[config.mk]
export PLATFORM = sky130hd
export DESIGN_NAME = multicycle_control_unit_flat
export DESIGN_NICKNAME = d
export VERILOG_FILES = /design/src/rtl/multicycle_control_unit_pkg.sv /design/src/rtl/multicycle_control_unit_if.sv /design/src/rtl/multicycle_control_unit_alu_decoder.sv /design/src/rtl/multicycle_control_unit.sv /design/src/flat_wrapper.sv
export SDC_FILE = /design/constraint.sdc
export NUM_CORES = 1
export LEC_CHECK = 0
export CAP_MARGIN = 20
export CORE_UTILIZATION = 41
export DETAILED_ROUTE_END_ITERATION = 12
export PLACE_DENSITY = 0.82
export SETUP_SLACK_MARGIN = 0.2
export SLEW_MARGIN = 20
export SYNTH_ARGS = -nofsm -noshare
export SYNTH_HDL_FRONTEND = slang
export SYNTH_SLANG_ARGS = --single-unit
[constraint.sdc]
create_clock -name clk -period 4.1 [get_ports clk]
set_input_delay 0.82 -clock clk [delete_from_list [all_inputs] [get_ports clk]]
set_output_delay 0.82 -clock clk [all_outputs]
set_load 0.005 [all_outputs]
[src/rtl/multicycle_control_unit_pkg.sv]
// -----------------------------------------------------------------------------
// cu_pkg
// Shared types and constants for the multi-cycle RV32I control unit:
//   state_t     - control FSM states
//   OP_*        - major opcodes (instr[6:0]) the unit accepts
//   ALU_*       - aluOP encoding understood by the datapath ALU
//   RFWD_*      - register-file write-back source select
// -----------------------------------------------------------------------------
package cu_pkg;

   typedef enum logic [2:0] {
      S_FETCH   = 3'd0,
      S_DECODE  = 3'd1,
      S_EXECUTE = 3'd2,
      S_MEM     = 3'd3,
      S_WB      = 3'd4,
      S_TRAP    = 3'd5
   } state_t;

   localparam logic [6:0] OP_R      = 7'b0110011;
   localparam logic [6:0] OP_I      = 7'b0010011;
   localparam logic [6:0] OP_LOAD   = 7'b0000011;
   localparam logic [6:0] OP_STORE  = 7'b0100011;
   localparam logic [6:0] OP_BRANCH = 7'b1100011;
   localparam logic [6:0] OP_JAL    = 7'b1101111;
   localparam logic [6:0] OP_JALR   = 7'b1100111;

   localparam logic [3:0] ALU_ADD  = 4'd0;
   localparam logic [3:0] ALU_SUB  = 4'd1;
   localparam logic [3:0] ALU_SLL  = 4'd2;
   localparam logic [3:0] ALU_SRL  = 4'd3;
   localparam logic [3:0] ALU_SRA  = 4'd4;
   localparam logic [3:0] ALU_SLT  = 4'd5;
   localparam logic [3:0] ALU_SLTU = 4'd6;
   localparam logic [3:0] ALU_XOR  = 4'd7;
   localparam logic [3:0] ALU_OR   = 4'd8;
   localparam logic [3:0] ALU_AND  = 4'd9;

   localparam logic [1:0] RFWD_ALU = 2'd0;
   localparam logic [1:0] RFWD_MEM = 2'd1;
   localparam logic [1:0] RFWD_PC4 = 2'd2;

endpackage

[src/rtl/multicycle_control_unit_if.sv]
// -----------------------------------------------------------------------------
// multicycle_control_unit_if
// Bundle between the control unit and the datapath.
//   master (control unit): in  instrCode, dmem_ready
//                          out irWe, pcEn, regFileWe, aluOP, aluSrcMuxSel,
//                              rfWdSel, dataRe, dataWe, branch, jump, illegal
//   slave  (datapath/IR/memory side): the mirror image
// -----------------------------------------------------------------------------
interface multicycle_control_unit_if #(
   parameter int ALU_OP_W = 4
);
   logic [31:0]         instrCode;
   logic                dmem_ready;
   logic                irWe;
   logic                pcEn;
   logic                regFileWe;
   logic [ALU_OP_W-1:0] aluOP;
   logic                aluSrcMuxSel;
   logic [1:0]          rfWdSel;
   logic                dataRe;
   logic                dataWe;
   logic                branch;
   logic                jump;
   logic                illegal;

   modport master (
      input  instrCode, dmem_ready,
      output irWe, pcEn, regFileWe, aluOP, aluSrcMuxSel, rfWdSel,
             dataRe, dataWe, branch, jump, illegal
   );

   modport slave (
      output instrCode, dmem_ready,
      input  irWe, pcEn, regFileWe, aluOP, aluSrcMuxSel, rfWdSel,
             dataRe, dataWe, branch, jump, illegal
   );
endinterface

[src/rtl/multicycle_control_unit_alu_decoder.sv]
// -----------------------------------------------------------------------------
// alu_decoder
// Combinational ALU operation decode.
//   opcode    in  instr[6:0]
//   funct3    in  instr[14:12]
//   bit30     in  instr[30] (SUB/SRA/SRAI selector)
//   aluop     out ALU operation (cu_pkg ALU_* encoding)
//   r_illegal out R-type {bit30,funct3} pair with no RV32I meaning
// -----------------------------------------------------------------------------
module alu_decoder
   import cu_pkg::*;
#(
   parameter int ALU_OP_W = 4
) (
   input  logic [6:0]          opcode,
   input  logic [2:0]          funct3,
   input  logic                bit30,
   output logic [ALU_OP_W-1:0] aluop,
   output logic                r_illegal
);

   logic [3:0] code;

   always_comb begin
      code      = ALU_ADD;
      r_illegal = 1'b0;
      case (opcode)
         OP_R: begin
            case ({bit30, funct3})
               4'b0000: code = ALU_ADD;
               4'b1000: code = ALU_SUB;
               4'b0001: code = ALU_SLL;
               4'b0101: code = ALU_SRL;
               4'b1101: code = ALU_SRA;
               4'b0010: code = ALU_SLT;
               4'b0011: code = ALU_SLTU;
               4'b0100: code = ALU_XOR;
               4'b0110: code = ALU_OR;
               4'b0111: code = ALU_AND;
               default: r_illegal = 1'b1;
            endcase
         end
         OP_I: begin
            // bit30 is part of the immediate here, so it only matters for
            // the shift-right pair; ADDI with bit30 set stays ADD.
            case (funct3)
               3'b000:  code = ALU_ADD;
               3'b001:  code = ALU_SLL;
               3'b010:  code = ALU_SLT;
               3'b011:  code = ALU_SLTU;
               3'b100:  code = ALU_XOR;
               3'b101:  code = bit30 ? ALU_SRA : ALU_SRL;
               3'b110:  code = ALU_OR;
               default: code = ALU_AND;
            endcase
         end
         OP_BRANCH: begin
            case (funct3[2:1])
               2'b10:   code = ALU_SLT;
               2'b11:   code = ALU_SLTU;
               default: code = ALU_SUB;
            endcase
         end
         default: code = ALU_ADD;
      endcase
   end

   assign aluop = ALU_OP_W'(code);

endmodule

[src/rtl/multicycle_control_unit.sv]
// -----------------------------------------------------------------------------
// multicycle_control_unit
// Multi-cycle RV32I control FSM: FETCH/DECODE/EXECUTE/MEM/WB plus a sticky
// TRAP state for illegal opcodes and data-memory timeouts.
//   clk    in  system clock, rising edge
//   reset  in  asynchronous active-high reset
//   bus    master modport of multicycle_control_unit_if (IR input,
//          dmem_ready, and all datapath enables/selects)
// -----------------------------------------------------------------------------
module multicycle_control_unit
   import cu_pkg::*;
#(
   parameter int ALU_OP_W    = 4,
   parameter int MEM_TIMEOUT = 15
) (
   input  logic                       clk,
   input  logic                       reset,
   multicycle_control_unit_if.master  bus
);

   localparam int CNT_W = $clog2(MEM_TIMEOUT + 1);

   state_t              state_reg, state_next;
   logic [CNT_W-1:0]    cnt_reg, cnt_next;

   logic [6:0]          opcode;
   logic [ALU_OP_W-1:0] dec_aluop;
   logic                r_illegal;
   logic                op_legal;
   logic                unused_instr_bits;

   logic                ir_we, pc_en, rf_we, alu_src, data_re, data_we;
   logic                br, jmp, trap;
   logic [1:0]          rf_wd_sel;
   logic [ALU_OP_W-1:0] alu_op;

   assign opcode            = bus.instrCode[6:0];
   assign unused_instr_bits = ^{bus.instrCode[31], bus.instrCode[29:15],
                                bus.instrCode[11:7]};

   alu_decoder #(.ALU_OP_W(ALU_OP_W)) u_alu_decoder (
      .opcode    (opcode),
      .funct3    (bus.instrCode[14:12]),
      .bit30     (bus.instrCode[30]),
      .aluop     (dec_aluop),
      .r_illegal (r_illegal)
   );

   always_comb begin
      case (opcode)
         OP_R:                              op_legal = !r_illegal;
         OP_I, OP_LOAD, OP_STORE,
         OP_BRANCH, OP_JAL, OP_JALR:        op_legal = 1'b1;
         default:                           op_legal = 1'b0;
      endcase
   end

   always_ff @(posedge clk or posedge reset) begin
      if (reset) begin
         state_reg <= S_FETCH;
         cnt_reg   <= '0;
      end else begin
         state_reg <= state_next;
         cnt_reg   <= cnt_next;
      end
   end

   always_comb begin
      state_next = state_reg;
      cnt_next   = cnt_reg;
      ir_we      = 1'b0;
      pc_en      = 1'b0;
      rf_we      = 1'b0;
      alu_src    = 1'b0;
      data_re    = 1'b0;
      data_we    = 1'b0;
      br         = 1'b0;
      jmp        = 1'b0;
      trap       = 1'b0;
      rf_wd_sel  = RFWD_ALU;
      alu_op     = ALU_OP_W'(ALU_ADD);

      case (state_reg)
         S_FETCH: begin
            ir_we      = 1'b1;
            state_next = S_DECODE;
         end
         S_DECODE: begin
            state_next = op_legal ? S_EXECUTE : S_TRAP;
         end
         S_EXECUTE: begin
            alu_op  = dec_aluop;
            alu_src = (opcode == OP_I) || (opcode == OP_LOAD) ||
                      (opcode == OP_STORE) || (opcode == OP_JALR);
            case (opcode)
               OP_R, OP_I:        state_next = S_WB;
               OP_LOAD, OP_STORE: state_next = S_MEM;
               OP_BRANCH: begin
                  br         = 1'b1;
                  pc_en      = 1'b1;
                  state_next = S_FETCH;
               end
               OP_JAL, OP_JALR: begin
                  jmp        = 1'b1;
                  state_next = S_WB;
               end
               default:           state_next = S_TRAP;
            endcase
         end
         S_MEM: begin
            data_re = (opcode == OP_LOAD);
            data_we = (opcode != OP_LOAD);
            if (bus.dmem_ready) begin
               cnt_next = '0;
               if (opcode == OP_LOAD) begin
                  state_next = S_WB;
               end else begin
                  pc_en      = 1'b1;
                  state_next = S_FETCH;
               end
            end else if (cnt_reg == CNT_W'(MEM_TIMEOUT - 1)) begin
               // This ready-low cycle is the MEM_TIMEOUT-th one; trap now
               // rather than spending a cycle storing the terminal count.
               cnt_next   = '0;
               state_next = S_TRAP;
            end else begin
               cnt_next = cnt_reg + 1'b1;
            end
         end
         S_WB: begin
            rf_we = 1'b1;
            pc_en = 1'b1;
            case (opcode)
               OP_LOAD:         rf_wd_sel = RFWD_MEM;
               OP_JAL, OP_JALR: rf_wd_sel = RFWD_PC4;
               default:         rf_wd_sel = RFWD_ALU;
            endcase
            state_next = S_FETCH;
         end
         S_TRAP: begin
            trap = 1'b1;
         end
         default: begin
            state_next = S_FETCH;
         end
      endcase
   end

   // While reset is held the state already reads FETCH; gating keeps irWe
   // (and everything else) low until reset is actually released.
   assign bus.irWe         = ir_we   & ~reset;
   assign bus.pcEn         = pc_en   & ~reset;
   assign bus.regFileWe    = rf_we   & ~reset;
   assign bus.aluSrcMuxSel = alu_src & ~reset;
   assign bus.dataRe       = data_re & ~reset;
   assign bus.dataWe       = data_we & ~reset;
   assign bus.branch       = br      & ~reset;
   assign bus.jump         = jmp     & ~reset;
   assign bus.illegal      = trap    & ~reset;
   assign bus.rfWdSel      = reset ? RFWD_ALU : rf_wd_sel;
   assign bus.aluOP        = reset ? ALU_OP_W'(ALU_ADD) : alu_op;

endmodule

[src/flat_wrapper.sv]
// flat-port wrapper written by rule: the top's interface ports become plain ports
module multicycle_control_unit_flat import cu_pkg::*;
#(
   parameter int ALU_OP_W    = 4,
   parameter int MEM_TIMEOUT = 15
)
  (clk, reset, bus_instrCode, bus_dmem_ready, bus_irWe, bus_pcEn, bus_regFileWe, bus_aluOP, bus_aluSrcMuxSel, bus_rfWdSel, bus_dataRe, bus_dataWe, bus_branch, bus_jump, bus_illegal);
  multicycle_control_unit_if #(.ALU_OP_W(ALU_OP_W)) bus_i ();
  input  logic clk;
  input  logic reset;
  input wire logic [$bits(bus_i.instrCode)-1:0] bus_instrCode;
  input wire logic [$bits(bus_i.dmem_ready)-1:0] bus_dmem_ready;
  output wire logic [$bits(bus_i.irWe)-1:0] bus_irWe;
  output wire logic [$bits(bus_i.pcEn)-1:0] bus_pcEn;
  output wire logic [$bits(bus_i.regFileWe)-1:0] bus_regFileWe;
  output wire logic [$bits(bus_i.aluOP)-1:0] bus_aluOP;
  output wire logic [$bits(bus_i.aluSrcMuxSel)-1:0] bus_aluSrcMuxSel;
  output wire logic [$bits(bus_i.rfWdSel)-1:0] bus_rfWdSel;
  output wire logic [$bits(bus_i.dataRe)-1:0] bus_dataRe;
  output wire logic [$bits(bus_i.dataWe)-1:0] bus_dataWe;
  output wire logic [$bits(bus_i.branch)-1:0] bus_branch;
  output wire logic [$bits(bus_i.jump)-1:0] bus_jump;
  output wire logic [$bits(bus_i.illegal)-1:0] bus_illegal;
  assign bus_i.instrCode = bus_instrCode;
  assign bus_i.dmem_ready = bus_dmem_ready;
  assign bus_irWe = bus_i.irWe;
  assign bus_pcEn = bus_i.pcEn;
  assign bus_regFileWe = bus_i.regFileWe;
  assign bus_aluOP = bus_i.aluOP;
  assign bus_aluSrcMuxSel = bus_i.aluSrcMuxSel;
  assign bus_rfWdSel = bus_i.rfWdSel;
  assign bus_dataRe = bus_i.dataRe;
  assign bus_dataWe = bus_i.dataWe;
  assign bus_branch = bus_i.branch;
  assign bus_jump = bus_i.jump;
  assign bus_illegal = bus_i.illegal;
  multicycle_control_unit #(.ALU_OP_W(ALU_OP_W), .MEM_TIMEOUT(MEM_TIMEOUT)) u_core (.clk(clk), .reset(reset), .bus(bus_i));
endmodule
==> reports/qor.csv <==
metric,value,unit
syn_avg_cell_area,7.78,um^2
antenna_found_initial,0,
initial_utilization,44.6,%
vias,979,
synth_commonest_cells,"nand2_1 (12), a21oi_1 (9), inv_1 (9), nor2_1 (9)",
tns,0,ns
ys.warnings.count,0,
drt_pass1_iterations,4,
drive_gt1_share,12.5,%
ir_drop,214,uV
grt_max_degree,12,
die-area,0.00239,mm^2
pin_count,50,
globalRouteOverflowTotal,0,
root_buffer,clkbuf_4,
synth_cell_types,47,
rsz0062_at_grt,no,
placed_area,0.00119,mm^2
routabilityCongestion,0.859,
wl_per_cell,13.6,um
drt-met1-wl,1.02,mm
synthTopCellsByArea,"dfrtp_1 (19%), a21oi_1 (5.0%), nand2_1 (5.0%)",
drt-initial-drc-count,13,
die_x,48.9,um
cap_viol_max_count,0,
ys.flop_type,dfrtp_1,
grt_use_total,20.1,%
cts.sinks,7,
crit_required,3.28,ns
first_global_vias,906,
arrival,2.91,ns
die_h,48.9,um
cts_resized,0,
routed_via_density,5.73,
hold_class,register to register,
fill_cells,189,
worst_pin_slew,0.354,ns
max_freq,268,MHz
core-area,0.00202,mm^2
drc_errors,0,
std_cell_rows,16,
fin_crit_sh,91.0,%
drt-total-wl,2.32,mm
syn-num-nets,153,
holdBufCountCts,0,
clk-insertion-delay-late,0.25,ns
port_buffers,28,
syn_area,902,um^2
antenna_left,0,
dp_hpwl,1.84,mm
yosysMostFrequentCell,nand2_1,
highest_layer,met4,
status,completed,
antenna_cells,0,
yosysTopAreaCell,dfrtp_1,
stdcell_area,0.00121,mm^2
finalSetupViolations,0,
clk_path_buf_depth,2,
cts_tree,yes,
power_leakage,0.467,nW
fin_skew,0.00543,ns
async_flop_share,100,%
cp-start-kind,input pin,
hold_ws,0.549,ns
cts_buffers,3,
synth_seq_cells,7,
crit_fanout,10,
largest_register_ffs,4,
wl_met3,38,um
maxSlewViolCount,0,
p_per_area,252,mW/mm^2
syn-instance-count,116,
cp-end-kind,primary output,
maxSlewHeadroom,75.8,%
fin_nets,182,
synth_top_area_share,19.4,%
synth_edf_count,0,
hold_viol,0,
syn2layout_area_growth,34.5,%
cts_setup_buffers,0,
cts.clk_slew.worst_paths,0.06,ns
grt_pass1_wl,3.86,mm
worstSetupPathType,input pin to primary output,
htreeDepth,1,
min_period,3.73,ns
wl_met2,1.23,mm
seq_area_frac_synth,19.4,%
==> power breakdown <==
group	switching, mW	total [mW]	leakage, nW	internal (mW)
logic	0.0614	0.133	0.366	0.0718
registers	0.0271	0.110	0.0857	0.0831
clock network	0.0252	0.0624	0.0150	0.0371
==> final timing paths <==
check,slack [ns],to,start,cells past startpoint
hold reg to reg,0.55,u_core.cnt_reg[2],u_core.cnt_reg[2],1
min in group asynchronous,1.04,u_core.cnt_reg[1],reset,2
max in group asynchronous,2.82,u_core.state_reg[2],reset,2
setup reg to reg,2.61,u_core.state_reg[0],u_core.cnt_reg[0],6
setup / recovery,0.37,bus_aluOP[0],bus_instrCode[12],6
hold / removal,0.55,u_core.cnt_reg[2],u_core.cnt_reg[2],1
==> routing by layer <==
layer	vias to the layer above	GRT usage, %
met5	-	0
met1	468	22.9
li1	490	-
met2	17	39.1
met4	0	7.35
met3	4	0.935
==> stage by stage <==
step                total power [mW]  util [%]  instances  worst slack [ns]
floorplan                      0.190         -        116              1.48
global placement               0.238      58.7        167             0.432
detailed placement             0.244      58.7        167             0.377
CTS                            0.309      60.0        171             0.366
global route                   0.328      60.0        171             0.262
finish                         0.306      60.0        171             0.370
==> layout make-up <==
class                      instances  area, um^2  area share [%]
clock buffer                       4        26.3            2.16
inverter                           9        33.8            2.78
multi-input combinational         95         657            54.1
sequential                         7         175            14.4
tap                               27        33.8            2.78
timing repair buffer              29         288            23.7
==> placed cells by master, fill, tap and decap left out, drive strengths merged, types with 2 or more instances in the layout <==
master,n
a211o,5
a211oi,2
a21boi,2
a21o,5
a21oi,9
a31o,2
a31oi,2
clkbuf,4
clkdlybuf4s50,28
dfrtp,7
ha,2
inv,9
nand2,12
nand2b,3
nand3,2
nand3b,2
nand4,2
nor2,10
nor3,6
nor4,2
o21ai,7
or3b,2
==> critical path, cell delays in order <==
cell             delay, ns
clkdlybuf4s50_1       0.58
or3b_2                0.53
a21oi_1               0.15
o211ai_1              0.13
a21oi_1               0.18
clkdlybuf4s50_1       0.52
==> cells by family after synthesis <==
logic type	count (synthesis)	share of synthesized area [%]
adders and majority gates	2	2.77
buffers and inverters	14	7.77
AOI/OAI and AO/OA	40	30.2
DFF	7	19.4
and+or+nand+nor	51	37.6
xor gates and xnor gates	1	0.971
muxes	1	1.25
Note: power is estimated with default switching activity, not from simulation.
